`config.mk`:
```
export PLATFORM = sky130hd
export DESIGN_NAME = mux4_rr_arb_ctrl_flat
export DESIGN_NICKNAME = d
export VERILOG_FILES = /design/src/rtl/mux4_rr_arb_ctrl_pkg.sv /design/src/rtl/mux4_rr_arb_ctrl_if.sv /design/src/rtl/mux4_rr_arb_ctrl_rr_pick4.sv /design/src/rtl/mux4_rr_arb_ctrl.sv /design/src/flat_wrapper.sv
export SDC_FILE = /design/constraint.sdc
export NUM_CORES = 1
export LEC_CHECK = 0
export CAP_MARGIN = 40
export CORE_MARGIN = 1.5
export CORE_UTILIZATION = 40
export CTS_CLUSTER_DIAMETER = 100
export DETAILED_ROUTE_END_ITERATION = 16
export PLACE_DENSITY = 0.7
export SYNTH_ARGS = -nofsm -noshare
export SYNTH_HDL_FRONTEND = slang
export SYNTH_SLANG_ARGS = --single-unit
```
`constraint.sdc`:
```
create_clock -name clk -period 4.02 [get_ports clk]
set_clock_uncertainty 0.1 [all_clocks]
set_input_delay 0.804 -clock clk [delete_from_list [all_inputs] [get_ports clk]]
set_output_delay 0.804 -clock clk [all_outputs]
set_load 0.01 [all_outputs]
```
`src/rtl/mux4_rr_arb_ctrl_pkg.sv`:
```
// mux4_arb_pkg: shared state type, requester count and one-hot helper for mux4_rr_arb_ctrl
//   NREQ    number of requesters sharing the 4:1 mux
//   state_t arbiter FSM states
//   onehot2 2-bit index to 4-bit one-hot grant
package mux4_arb_pkg;
    localparam int NREQ = 4;
    typedef enum logic {ST_IDLE, ST_GRANT} state_t;
    function automatic logic [NREQ-1:0] onehot2(input logic [1:0] s);
        return NREQ'(1) << s;
    endfunction
endpackage

```
`src/rtl/mux4_rr_arb_ctrl_if.sv`:
```
// mux4_rr_arb_ctrl_if: requester/consumer side bundle of the shared-mux arbiter
//   req, last   per-requester beat pending / last-beat flag
//   out_ready   downstream accepts a beat
//   sel, gnt    registered mux select and one-hot grant
//   out_valid   mux output carries a valid beat
//   ack         per-requester beat accepted
//   busy, tmo   grant held / watchdog revocation pulse
//   master drives requests, slave is the arbiter
interface mux4_rr_arb_ctrl_if;
    import mux4_arb_pkg::*;
    logic [NREQ-1:0] req;
    logic [NREQ-1:0] last;
    logic            out_ready;
    logic [1:0]      sel;
    logic [NREQ-1:0] gnt;
    logic            out_valid;
    logic [NREQ-1:0] ack;
    logic            busy;
    logic            tmo;
    modport master (output req, last, out_ready, input sel, gnt, out_valid, ack, busy, tmo);
    modport slave  (input req, last, out_ready, output sel, gnt, out_valid, ack, busy, tmo);
endinterface

```
`src/rtl/mux4_rr_arb_ctrl_rr_pick4.sv`:
```
// rr_pick4: combinational round-robin pick among four requests
//   req   request vector
//   ptr   highest-priority index; search runs upward and wraps 3->0
//   found any request set
//   win   index of the first set request at or after ptr
module rr_pick4
    import mux4_arb_pkg::*;
(
    input  logic [NREQ-1:0] req,
    input  logic [1:0]      ptr,
    output logic            found,
    output logic [1:0]      win
);
    // Scanning offsets from far to near lets the nearest set bit overwrite the rest;
    // the 2-bit sum wraps naturally.
    always_comb begin
        found = |req;
        win = ptr;
        for (int k = NREQ - 1; k >= 0; k--)
            if (req[ptr + 2'(k)]) win = ptr + 2'(k);
    end
endmodule

```
`src/rtl/mux4_rr_arb_ctrl.sv`:
```
// mux4_rr_arb_ctrl: round-robin arbiter sequencing four requesters onto one shared 4:1 mux
//   clk, rst  clock and synchronous active-high reset
//   bus       mux4_rr_arb_ctrl_if.slave: req/last/out_ready in; sel/gnt/out_valid/ack/busy/tmo out
//   TMO_CYC   stalled cycles before the watchdog revokes a grant (1..2^TMO_W-1)
//   TMO_W     watchdog counter width
//   ARB_BACK2BACK_EN  when defined, a last-beat release hands over to the next owner with no idle bubble
module mux4_rr_arb_ctrl
    import mux4_arb_pkg::*;
#(
    parameter int TMO_CYC = 15,
    parameter int TMO_W   = 4
)
(
    input logic               clk,
    input logic               rst,
    mux4_rr_arb_ctrl_if.slave bus
);
    localparam logic [TMO_W-1:0] TMO_LAST = TMO_W'(TMO_CYC - 1);
    state_t          state, state_n;
    logic [1:0]      sel, sel_n, ptr, ptr_n, idle_win;
    logic [NREQ-1:0] gnt, gnt_n;
    logic [TMO_W-1:0] cnt, cnt_n;
    logic            idle_found, owner_req, busy, out_valid, xfer, rel, tmo;
    rr_pick4 u_idle_pick (.req(bus.req), .ptr(ptr), .found(idle_found), .win(idle_win));
`ifdef ARB_BACK2BACK_EN
    logic            b2b_found;
    logic [1:0]      b2b_win;
    // The departing owner is masked so a lone requester still sees a bubble.
    rr_pick4 u_b2b_pick (.req(bus.req & ~gnt), .ptr(sel + 2'd1), .found(b2b_found), .win(b2b_win));
`endif
    assign owner_req = bus.req[sel];
    assign busy      = state == ST_GRANT;
    assign out_valid = busy & owner_req;
    assign xfer      = out_valid & bus.out_ready;
    assign rel       = xfer & bus.last[sel];
    // Fires in the TMO_CYC-th consecutive stalled cycle; owner_req is low so no ack coincides.
    assign tmo       = busy & ~owner_req & (cnt == TMO_LAST);
    assign bus.sel       = sel;
    assign bus.gnt       = gnt;
    assign bus.out_valid = out_valid;
    assign bus.ack       = gnt & {NREQ{xfer}};
    assign bus.busy      = busy;
    assign bus.tmo       = tmo;
    always_ff @(posedge clk) begin
        if (rst) begin
            state <= ST_IDLE;
            sel   <= '0;
            gnt   <= '0;
            ptr   <= '0;
            cnt   <= '0;
        end else begin
            state <= state_n;
            sel   <= sel_n;
            gnt   <= gnt_n;
            ptr   <= ptr_n;
            cnt   <= cnt_n;
        end
    end
    always_comb begin
        state_n = state;
        sel_n   = sel;
        gnt_n   = gnt;
        ptr_n   = ptr;
        cnt_n   = '0;
        if (state == ST_IDLE) begin
            if (idle_found) begin
                state_n = ST_GRANT;
                sel_n   = idle_win;
                gnt_n   = onehot2(idle_win);
            end
        end else if (rel) begin
            ptr_n = sel + 2'd1;
`ifdef ARB_BACK2BACK_EN
            if (b2b_found) begin
                sel_n = b2b_win;
                gnt_n = onehot2(b2b_win);
            end else begin
                state_n = ST_IDLE;
                gnt_n   = '0;
            end
`else
            state_n = ST_IDLE;
            gnt_n   = '0;
`endif
        end else if (tmo) begin
            ptr_n   = sel + 2'd1;
            state_n = ST_IDLE;
            gnt_n   = '0;
        end else begin
            cnt_n = owner_req ? '0 : cnt + 1'b1;
        end
    end
endmodule

```
`src/flat_wrapper.sv`:
```
// flat-port wrapper written by rule: the top's interface ports become plain ports
module mux4_rr_arb_ctrl_flat import mux4_arb_pkg::*;
#(
    parameter int TMO_CYC = 15,
    parameter int TMO_W   = 4
)
  (clk, rst, bus_req, bus_last, bus_out_ready, bus_sel, bus_gnt, bus_out_valid, bus_ack, bus_busy, bus_tmo);
  mux4_rr_arb_ctrl_if bus_i ();
  input logic clk;
  input logic rst;
  input wire logic [$bits(bus_i.req)-1:0] bus_req;
  input wire logic [$bits(bus_i.last)-1:0] bus_last;
  input wire logic [$bits(bus_i.out_ready)-1:0] bus_out_ready;
  output wire logic [$bits(bus_i.sel)-1:0] bus_sel;
  output wire logic [$bits(bus_i.gnt)-1:0] bus_gnt;
  output wire logic [$bits(bus_i.out_valid)-1:0] bus_out_valid;
  output wire logic [$bits(bus_i.ack)-1:0] bus_ack;
  output wire logic [$bits(bus_i.busy)-1:0] bus_busy;
  output wire logic [$bits(bus_i.tmo)-1:0] bus_tmo;
  assign bus_i.req = bus_req;
  assign bus_i.last = bus_last;
  assign bus_i.out_ready = bus_out_ready;
  assign bus_sel = bus_i.sel;
  assign bus_gnt = bus_i.gnt;
  assign bus_out_valid = bus_i.out_valid;
  assign bus_ack = bus_i.ack;
  assign bus_busy = bus_i.busy;
  assign bus_tmo = bus_i.tmo;
  mux4_rr_arb_ctrl #(.TMO_CYC(TMO_CYC), .TMO_W(TMO_W)) u_core (.clk(clk), .rst(rst), .bus(bus_i));
endmodule
```
## Yosys cells after proc, flatten, opt, wreduce, memory -nomap -nowiden

Index checks and enable logic that the tools add are counted.

- Register bits after elaboration: 13
- Word-level logic and storage cells: 59

- Bitwise operators: 8
- Reduce and logical (&&, ||, !) cells: 7
- Equal/unequal tests: 2
- Mux-type cells: 26
- Add/subtract/negate cells: 5
- Shifts and indexed selects: 1
- Magnitude comparators: 5

Operators with widths:

| kind | number |
|---|---|
| $mux 4 | 4 |
| $lt 2x3->1 const B | 5 |
| $bmux 1 s2 | 6 |
| $mux 2 | 6 |
| $mux 1 | 10 |
| $reduce_and 2->1 | 3 |
| $and 1x1->1 | 5 |
| $reduce_or 5->1 | 1 |
| $add 2x1->2 const B | 2 |
| $add 2x2->2 const B | 2 |
| $add 4x1->4 const B | 1 |
| $and 4x4->4 | 1 |
| $eq 4x4->1 const B | 1 |
| $reduce_bool 2->1 | 2 |
| $reduce_or 4->1 | 1 |
| $shl 1x2->4 const A | 1 |
| $ne 3x3->1 const B | 1 |
| $not 1->1 | 2 |

## Longest topological paths before layout

Gate-level depths: netlist of the first run.

- Word-level depth: 10
- Mapped depth: 7
- Depth with buffers taken out: 6

## Cells and area by module

A second synthesis of the first run with hierarchy kept.

- Cell total of the unflattened synthesis: 92
- Area, all modules: 779.5 um^2

By module, submodules not included:

| module | area an instance (um^2) | instances | cells an instance | seq. area each (um^2) |
|---|---|---|---|---|
| mux4_rr_arb_ctrl | 679.4 | 1 | 76 | 260.2 |
| rr_pick4 | 100.1 | 1 | 16 | 0.0 |

## Worst setup path after synthesis of the first run

OpenSTA, ideal clock, no wires.

- Path kind: input to output
- Start point: in bus_req[3]
- End point: out bus_ack[0]
- Arrival time: 1.695 ns
- Path slack: 1.421 ns
- Stages: 3
- Path through: mux4_2 > and3_2 > and2_1

- Word-level cells in the longest chain between the ends: 5

Ends and longest elaborated chain:

| element | RTL line | source |
|---|---|---|
| start: declaration | flat_wrapper.sv:11 | `input wire logic [$bits(bus_i.req)-1:0] bus_req;` |
| $bmux 1 s2 | mux4_rr_arb_ctrl.sv:31 | `assign owner_req = bus.req[sel];` |
| $mux 1 (implied by the code) | mux4_rr_arb_ctrl.sv:31 |  |
| $and 1x1->1 | mux4_rr_arb_ctrl.sv:33 | `assign out_valid = busy & owner_req;` |
| $and 1x1->1 | mux4_rr_arb_ctrl.sv:34 | `assign xfer = out_valid & bus.out_ready;` |
| $and 4x4->4 | mux4_rr_arb_ctrl.sv:41 | `assign bus.ack = gnt & {NREQ{xfer}};` |
| end: declaration | flat_wrapper.sv:17 | `output wire logic [$bits(bus_i.ack)-1:0] bus_ack;` |

No other way between the ends. The select of a mux whose other input is x is not followed.

## Worst setup path in the final report of the first run

- Start point: in bus_req[1]
- End point: out bus_ack[1]

Same word-level chain as after synthesis.

==> results of run 1 <==
state kept, by name, indices dropped and copies added, names as in the netlist:
name	cells
u_core.bus.busy	1
u_core.bus.gnt	4
u_core.cnt	4
u_core.bus.sel	2
u_core.ptr	2
stage by stage:
step / total power (uW) / hold WS [ns]
floorplan: 193.5 / 0.3297
global placement: 223.1 / 0.3501
detailed placement: 224.5 / 0.3527
CTS: 306.8 / 0.3682
global route: 321.1 / 0.4011
finish: 304.7 / 0.3673
worst min-delay path by stage:
stage,start,end,slack [ns],cells after the start
6_report,u_core.cnt[0],u_core.cnt[0],0.37,1
5_1_grt,u_core.cnt[0],u_core.cnt[0],0.40,1
4_1_cts,u_core.cnt[0],u_core.cnt[0],0.37,1
3_5_place_dp,u_core.cnt[0],u_core.cnt[0],0.35,1
3_3_place_gp,u_core.cnt[0],u_core.cnt[0],0.35,1
2_1_floorplan,u_core.cnt[0],u_core.cnt[0],0.33,1
power by group:
group	switching (uW)	internal [uW]	total, uW
clock	44.6	38.5	83.1
combinational	32.4	43.3	75.7
sequential	9.41	137	146
area by class of cell:
class	count	area share, %
Clock buffer	4	2.542
Inverter	2	0.7264
Multi-Input combinational cell	67	46.25
Sequential cell	13	25.18
Tap cell	25	3.027
Timing Repair Buffer	23	22.28
metal layers:
layer / up-vias / part of all wire [%]
met5: - / 0
met4: 0 / 0.70
met3: 2 / 6.4
met2: 23 / 46
met1: 310 / 47
li1: 354 / -
synth_stat cells (3+ instances only):
cell type  count  share of area, %
dfxtp_1       13                34
nor2_1        11               5.3
o21ai_0        3               1.9
nor2b_1        7               5.6
and2_1         4               3.2
o32ai_1        4               4.5
nand2b_1       3               2.4
nand3b_1       4               3.9
cell families (layout without fill, tap and decap cells):
group           Yosys count  count (layout)  share of synthesized area (%)
simple gates             43              43                          32.10
compound gates           14              14                          13.55
flops                    13              13                          33.55
buf+inv                   6              29                          4.839
mux                       5               5                          9.355
xor+xnor                  3               3                          3.388
fa+ha+maj                 2               2                          3.225
==> metrics.txt, run 1 <==
Avg Cell Area, Syn between 9 and 10 um2; Routed Antenna Nets 0; post_cts resized 0; design area between 1000 and 1500 um2; asr flop ratio synth 0%; met1 GRT Util approximately a fifth; CTS root buf clkbuf_4; Worst Reg-to-Reg Cells 4; Iter 0 DRT Violations 7; fin cells 134; maximum vdd drop roughly 0.22 mV; number of flops mapped to enable cells by yosys 0; Final Hold Vio Count 0; crit-path most repeated cell clkdlybuf4s50_1; Multi-input gate area ~480 um2; fin. max-slew vios 0; Site Rows 15; share of cells above drive strength 1 about 11%; Mapped Area ~780 um2; CTS tree built; num ports 24; chip height 47.04 um; # port buffers 23; GPL Wtd Cong between 0.7 and 0.8; Setup CP Type input pin to output pin; Netlist cell types 35; die width around 47 um; Clk pin slew, worst setup/hold paths 0.08 ns; RSZ-0062 raised after global routing no; critical path's largest stage delay 0.52 ns; R2R Path Start u_core.bus.sel[0]; post-CTS setup buffers 0; largest net degree at the start of global routing 17; CTS Buffer Depth 2; setup TNS 0 ns; overflow left after global routing 0; Core Footprint about 1800 um2; status finished clean; Initial Util between 40% and 50%; most frequent cells in the layout clkdlybuf4s50_1, dfxtp_1, nor2_1, nor2b_1; start point of the critical path bus_req[1]; MaxCap Viol Count 0; Yosys warning count 0; R2R Path End u_core.ptr[0]; CP cell instances clkdlybuf4s50_1, mux4_2, and3_2, and2_1, clkdlybuf4s50_1; Die ar. 2213 um2; register area around 260 um2; CTS Sinks 13; P_leak 0.0003656 uW; Layout Area Growth over Synthesis 33.23%; Setup crit start kind input pin; Final Cycle Share 90.53%; vias per std cell roughly 5.1; GRT met2 Usage between 20% and 30%; vias in the first global route 625; first-pass GRT wire length roughly 2.6 mm; H-tree lvl count 1; ys flop type dfxtp_1; crit path to bus_ack[1]; CP bufs+invs 2; Vias approximately 690; routing usage on met3 4.615%; Max Clock Freq between 200 and 300 MHz; DR pass1 iterations 4; Most Crowded Layer GR met2; Synth Instances 86; final wirelength 1.711 mm; DPL Wire Length between 1 and 1.5 mm; DR WL/cell between 10 and 15 um; Worst-Margin Slew roughly 0.76 ns; Top Family by Delay on Critical Path buffers and inverters; commonest non-fill, non-tap cell in the layout clkdlybuf4s50_1; n_diodes 0; Rel. slew slack a little under half; hold buffers post-CTS 0; # nets final 123; setup ws final between 0.3 and 0.4 ns; Worst Setup End Kind output pin; Tmin final between 3 and 4 ns; worst-path fanout max 7; critical path depth 5; CP required approximately 3.1 ns; CTS Buf Count 3; r2r setup slk around 1.9 ns; setup violators final 0; Place WS about 0.37 ns; GR Util All Layers between 10% and 20%; synthesis-stage register bit count 13; Layout Utilization 57.96%; Mapped Nets 99; Placed Cells 130; # DRC 0; sequential share of the synthesized area 33.55%; worst skew pair latency 0.28 ns; crit path DAT approximately 2.7 ns; placed inst area around 1000 um2; initial antenna violation count 0; Cell Pwr Density 294.8 nW/um2; Tightest Hold Check Type flip-flop to flip-flop; Crit-path slowest cell mux4_2; Filler cells 157
Note: power is estimated with default switching activity, not from simulation.
==> inputs of run 2 (changes only) <==
Settings changed: REMOVE_ABC_BUFFERS set to 1, SKIP_CTS_REPAIR_TIMING set to 1.
==> run 2 against run 1 <==
- sequential share of layout area did not move
- critical path depth did not move
- non-clock buffer count did not move
- global-route usage rose by 1.5 points
- sequential power barely moved
- design area did not move
- largest power group unchanged
==> metrics.txt, run 2 (synthesis results as in run 1) <==
chip height 47.04 um (unchanged); # DRC 0 (unchanged); Vias 697 (+1.2%); final wirelength 1.778 mm (+3.9%); Site Rows 15 (unchanged); Routed Antenna Nets 0 (unchanged); DR WL/cell 13.27 um (+3.9%); CTS root buf clkbuf_4; MaxCap Viol Count 0 (unchanged); Top Family by Delay on Critical Path buffers and inverters; vias in the first global route 676 (+8.2%); CP bufs+invs 2 (unchanged); Final Cycle Share 90.61% (about the same); Iter 0 DRT Violations 12 (+5); Layout Area Growth over Synthesis 33.23% (unchanged); R2R Path Start u_core.bus.sel[0]; Worst Setup End Kind output pin; CP required 3.12 ns (about the same); RSZ-0062 raised after global routing no; critical path's largest stage delay 0.53 ns (about the same); GR Util All Layers 18.60% (+1.5 points); n_diodes 0 (unchanged); Crit-path slowest cell mux4_2; H-tree lvl count 1 (unchanged); # nets final 123 (unchanged); crit-path most repeated cell clkdlybuf4s50_1; status finished clean; Die ar. 2213 um2 (unchanged); hold_sp u_core.cnt[0]; hold endpoint u_core.cnt[0]; die width 47.04 um (unchanged); initial antenna violation count 0 (unchanged); worst skew pair latency 0.28 ns (about the same); CTS Buf Count 3 (unchanged); overflow left after global routing 0 (unchanged); commonest non-fill, non-tap cell in the layout clkdlybuf4s50_1; Tightest Hold Check Type flip-flop to flip-flop; Worst Reg-to-Reg Cells 4 (unchanged); P_leak 0.0003656 uW (unchanged); # port buffers 23 (unchanged); hold slack 0.3806 ns (+0.01332 ns); largest net degree at the start of global routing 17 (unchanged); DR pass1 iterations 4 (unchanged); Worst-Margin Slew 0.6500 ns (-0.1118 ns); R2R Path End u_core.ptr[1]; hold depth 1 (unchanged); biggest regs u_core.bus.gnt (4), u_core.cnt (4); vias per std cell 5.201 (+1.2%); GPL Wtd Cong 0.7642 (+2.1%); Rel. slew slack 55.55% (+7.6 points); CTS Sinks 13 (unchanged); Clk pin slew, worst setup/hold paths 0.08 ns (about the same); Core Footprint 1783 um2 (unchanged); share of cells above drive strength 1 11.01% (unchanged); DPL Wire Length 1.332 mm (+3.3%); Tmin final 3.643 ns (+0.003474 ns); CTS Buffer Depth 2 (unchanged); first-pass GRT wire length 2.884 mm (+11%); Max Clock Freq 274.5 MHz (about the same); Filler cells 176 (+12%); CP cell instances clkdlybuf4s50_1, mux4_2, and3_2, and2_1, clkdlybuf4s50_1; worst-path fanout max 7 (unchanged); num ports 24 (unchanged); CTS tree built; most frequent cells in the layout clkdlybuf4s50_1, dfxtp_1, nor2_1, nor2b_1; setup violators final 0 (unchanged); maximum vdd drop 0.1658 mV (-23%); setup TNS 0 ns (unchanged); Final Hold Vio Count 0 (unchanged); Cell Pwr Density 295.6 nW/um2 (+0.27%); Setup CP Type input pin to output pin; Setup crit start kind input pin; crit path DAT 2.74 ns (about the same); start point of the critical path bus_req[1]; Initial Util 43.51% (unchanged); fin. max-slew vios 0 (unchanged); r2r setup slk 1.88 ns (about the same)
[run 2: cell counts in the layout (fill, tap and decap cells not counted)]
No cell type changed its count.
[run 2: area by class of cell]
| type | count | area (um2) | area share (%) |
|---|---|---|---|
| timing repair buffer | 23 | 230.2 | 22.28 |
| clock buffer | 4 | 26.28 | 2.542 |
| multi-input combinational | 67 | 478.0 | 46.25 |
| tap | 25 | 31.28 | 3.027 |
| sequential | 13 | 260.3 | 25.18 |
| inverter | 2 | 7.507 | 0.7264 |
[run 2: per-layer routing]
layer  share of wire [%]  vias up  track usage (%)
li1                    -      351                -
met1                  45      321            23.08
met2                  48       23            31.51
met3                 6.2        2            4.231
met4                0.67        0            6.667
met5                   0        -                0
[run 2: per-stage QoR]
step | area, um2 | setup WS [ns] | instances | util, % | power, uW
6_report | 1033 | 0.3773 | 134 | 57.96 | 305.5
5_1_grt | 1033 | 0.3007 | 134 | 57.96 | 320.0
4_1_cts | 1033 | 0.3705 | 134 | 57.96 | 308.1
3_5_place_dp | 1007 | 0.3722 | 130 | 56.49 | 224.6
3_3_place_gp | 1007 | 0.4138 | 130 | 56.49 | 223.2
2_1_floorplan | 745.7 | 1.421 | 82 | - | 188.0
[run 2: worst max path at each step]
stage	endpoint	slack (ns)	cells past startpoint
floorplan	bus_ack[0]	1.42	3
global placement	bus_ack[3]	0.41	5
detailed placement	bus_ack[2]	0.37	5
CTS	bus_ack[2]	0.37	5
global route	bus_ack[3]	0.30	5
finish	bus_ack[2]	0.38	5
[run 2: report_power, final]
part	total (uW)	internal, uW	switching, uW
logic	75.3	43.3	32.0
clock network	83.8	38.4	45.4
registers	146	137	9.83
